## src/rtl/vcb_mod_cntr.sv

```systemverilog
// Parametrised up/down counter, modulus MAX+1, with parallel load, cascade outputs and sticky OVF.
// Define CNT_SAT_EN to make limit events saturate instead of wrap.
module vcb_mod_cntr #(
    parameter int unsigned      WIDTH = 8,
    parameter logic [WIDTH-1:0] MAX   = {WIDTH{1'b1}}
) (
    input  logic             clk,
    input  logic             clr_n,
    input  logic             ce,
    input  logic             up,
    input  logic             L,
    input  logic [WIDTH-1:0] di,
    output logic [WIDTH-1:0] Q,
    output logic             TC,
    output logic             CEO,
    output logic             OVF
);

    logic [WIDTH-1:0] q_d;
    logic             ovf_d;
    logic [WIDTH-1:0] load_val;

    // TC marks the value at which the next enabled count is a limit event.
    assign TC       = up ? (Q == MAX) : (Q == '0);
    assign CEO      = ce & TC & ~L;
    assign load_val = (di > MAX) ? MAX : di;

    always_comb begin
        q_d   = Q;
        ovf_d = OVF;
        if (L) begin
            q_d   = load_val;
            ovf_d = 1'b0;
        end else if (ce) begin
            if (TC) begin
`ifdef CNT_SAT_EN
                q_d = Q;
`else
                q_d = up ? '0 : MAX;
`endif
                ovf_d = 1'b1;
            end else begin
                q_d = up ? Q + WIDTH'(1) : Q - WIDTH'(1);
            end
        end
    end

    always_ff @(posedge clk or negedge clr_n) begin
        if (!clr_n) begin
            Q   <= '0;
            OVF <= 1'b0;
        end else begin
            Q   <= q_d;
            OVF <= ovf_d;
        end
    end

endmodule
```

## config.mk

```make
export PLATFORM = sky130hd
export DESIGN_NAME = vcb_mod_cntr
export DESIGN_NICKNAME = d
export VERILOG_FILES = /design/src/rtl/vcb_mod_cntr.sv
export SDC_FILE = /design/constraint.sdc
export NUM_CORES = 1
export LEC_CHECK = 0
export ABC_AREA = 1
export BUFFER_PORTS_ARGS = -buffer_cell sky130_fd_sc_hd__clkbuf_2
export CORE_MARGIN = 8
export CORE_UTILIZATION = 54
export DETAILED_ROUTE_END_ITERATION = 16
export PLACE_DENSITY_LB_ADDON = 0.1
export RECOVER_POWER = 100
export SYNTH_ARGS = -nofsm -noshare
export SYNTH_HDL_FRONTEND = slang
export SYNTH_SLANG_ARGS = --single-unit
```

## constraint.sdc

```tcl
create_clock -name clk -period 3.9 [get_ports clk]
set_input_delay 0 -clock clk [delete_from_list [all_inputs] [get_ports clk]]
set_output_delay 0 -clock clk [all_outputs]
set_load 0.02 [all_outputs]
```

==> metrics.md <==
| Metric | Value |
|---|---|
| Status | finished clean |
| Seq/Total Area, Yosys | 27.1% |
| Crit path DAT | 1.82 ns |
| Drc violations | 0 |
| Critical Path Sink Type | flip-flop |
| Worst path cell trace | ha_1 -> a21oi_1 -> nand2_1 -> nand2_1 -> nand3_1 -> nand3_1 -> nand2_1 -> nand2_1 -> nand2_1 |
| Total Wirelength | 2.30 mm |
| Hold Path Class | input pin to flip-flop |
| R2r setup slk | 2.23 ns |
| CP Launch Type | flip-flop |
| Period utilization | 42.7% |
| Mapped Area | 832 um^2 |
| Cell mode on critical path | nand2_1 |
| Max stage delay on crit path | 0.46 ns |
| Area of the multi-input gates | 533 um^2 |
| Hold_sp | di[2] |
| Die ar. | 0.00305 mm^2 |
| Origin of the worst setup path | Q[2]$_DFFE_PN0P_ |
| Crit Path Max Fanout | 5 |
| Area of the core | 0.00147 mm^2 |
| Layout cell share with drive strength beyond 1 | 13.6% |
| Synth Warn # | 0 |
| Top-count cell post-synth | nand2_1 |
| Post-synth top area cell | dfrtp_1 |
| Relative slew slack | 64.3% |
| Clk_lat worst skew | 0.26 ns |
| IO Pins | 24 |
| Worst r2r src | Q[2]$_DFFE_PN0P_ |
| Global-route wire length before repair | 3.93 mm |
| Seq cells post-synth | 9 |
| First drt pass iteration count | 4 |
| Area Overhead vs Synth | 18.6% |
| Clock root buffer | clkbuf_4 |
| Synth Net Count | 146 |
| Crit-path slowest cell | dfrtp_1 |
| Synth top area share | 27.1% |
| # diodes | 0 |
| P_int | 233 uW |
| CTS buffer count | 3 |
| Largest net degree at the start of global routing | 12 |
| Final core occ | 67.1% |
| Fin crit period | 1.67 ns |
| Max-capacitance violation count | 0 |
| Post-cts repair resize count | 0 |
| Initial antenna violation count | 0 |
| Sequential cell area | 225 um^2 |
| Post-Syn Instances | 126 |
| Global route overflow | 0 |
| Synth cell count leaders | nand2_1, inv_1, nor2_1 |
| Setup tns final | 0 ns |
| Critical Path RT | 4.06 ns |
| Row count | 14 |
| Asr flop ratio synth | 100% |
| Clock transition at path regs | 0.07 ns |
| Setup violations, final | 0 |
| PortBufs | 23 |
| Actual slew at the worst max-slew pin | 0.536 ns |
| Fin Clk Skew | 0.00185 ns |
| Synth area leaders | dfrtp_1, nand2_1, ha_1 |
| Clock Path Buffers | 2 |
| Via count | 918 |
| LEAKAGE | 0.000542 uW |
| Max Slew Vio Count | 0 |
| RD Place Congestion | 0.840 |
| Drt wl/cell | 13.5 um |
| Post-DP HPWL | 1.78 mm |
| Pwr Density | 443 mW/mm^2 |
| Switching part of the total | 46.8% |
| Kind of critical path | flip-flop to flip-flop |
| Logic pwr share | 50.6% |
| Top FF cell, synth | dfrtp_1 |
| Max VDD drop | 234 uV |
| Starting Density | 56.5% |
| Fillers | 152 |
| Post-Syn Area per Cell | 6.60 um^2 |
| Clock power share | 17.0% |
| TritonCTS clock tree | done |
| Die width | 55.3 um |
| Die Y | 55.3 um |
| CTS sink count | 9 |
| Count of unique library cells instantiated by Yosys | 21 |
| Reported net switching power | 205 uW |
| Final Net Count | 175 |
| Drt initial violations | 19 |
| Unrepaired setup endpoints after global routing | false |
| Number of global-route vias before repair | 913 |
| Sequential share of power | 32.4% |
| DRT antenna net count | 0 |
| DR vias/cell | 5.40 |
| Fmax | 0.601 GHz |
| H-Tree Level Count | 1 |
| Final Hold Violating Endpoints | 0 |
| Total Routing Usage GR | 14.9% |
| Post-synth EDFFs | 0 |
-- layout make-up --
class                   count  share of cell area, %
multi-input cells          99                   54.0
flip-flops and latches      9                   22.8
repair buffers             25                   12.0
inverters                  17                   6.46
clock buffers               4                   2.66
well taps                  16                   2.03
-- power by group through the flow --
stage                     Combinational, uW  Clock (uW)  Sequential, uW
after CTS                               226        75.3             141
after global placement                  218           0             141
after floorplan                         146           0             155
after global routing                    253        81.5             144
after detailed placement                224           0             143
final                                   221        74.3             142
-- metrics by stage --
stage,power [uW],hold slack [ns],cells,worst slack (ns),cell area (um^2)
after detailed placement,367,-0.129,164,2.25,962
final,438,0.0431,170,2.23,987
after CTS,443,0.0447,170,2.25,1010
after floorplan,301,-0.296,126,2.25,832
after global routing,478,0.0553,170,2.06,987
after global placement,359,-0.133,164,2.30,962
-- final timing paths --
kind	end	cells past startpoint
min in group asynchronous	Q[6]$_DFFE_PN0P_	2
min	Q[2]$_DFFE_PN0P_	3
max	Q[5]$_DFFE_PN0P_	9
max reg2reg	Q[5]$_DFFE_PN0P_	9
min reg2reg	OVF$_DFFE_PN0P_	2
max in group asynchronous	Q[3]$_DFFE_PN0P_	2
-- metal layers --
layer | part of all wire, % | routed length [um] | GRT usage (%) | vias up
met5 | 0 | 0 | 0 | -
met4 | 1.6 | 36 | 4.58 | 0
met3 | 6.6 | 152 | 5.48 | 4
met2 | 47 | 1080 | 23.7 | 40
met1 | 45 | 1040 | 18.0 | 413
li1 | - | - | - | 461
-- repair_timing --
item / CTS / global route
endpoints found under the setup margin: 0 / 0
endpoints found under the hold margin: 10 / 0
hold buffers: 2 / 0
buffers inserted: 0 / 0
-- cells in the final DEF, fill, tap and decap left out --
cell type       n
xor2_1          3
inv_2           1
a21oi_1         7
clkbuf_1       14
dfrtp_1         9
inv_1          16
fa_1            1
o22ai_1         5
a31oi_1         1
clkbuf_4        3
nor3_2          1
dlygate4sd3_1   2
nand3_1        10
o21ai_0         1
nand2_2         1
ha_1            6
or2_2           1
nor2_1         15
nand3_2         1
nor2_4          2
nor2_2          1
nand2_1        41
nand4_1         2
clkbuf_2       10
-- worst max-delay path, delay by kind of cell, from the launching register on --
family / cells / cell delay, ns
fa+ha+maj: 1 / 0.38
compound gates: 1 / 0.16
simple gates: 7 / 0.57
flops: 1 / 0.46
-- state kept, by name, indices dropped and copies added, names as in the netlist --
signal	count
Q	8
OVF	1
-- logic make-up (layout without fill, tap and decap cells) --
group / after synthesis / count (layout) / share of synthesized area, %
buffers and inverters: 18 / 46 / 8.27
DFF: 9 / 9 / 27.1
xor gates and xnor gates: 3 / 3 / 3.16
and+or+nand+nor: 75 / 75 / 40.8
AOI/OAI and AO/OA: 14 / 14 / 9.32
adders and majority gates: 7 / 7 / 11.4
(Power assumes the default switching activity.)
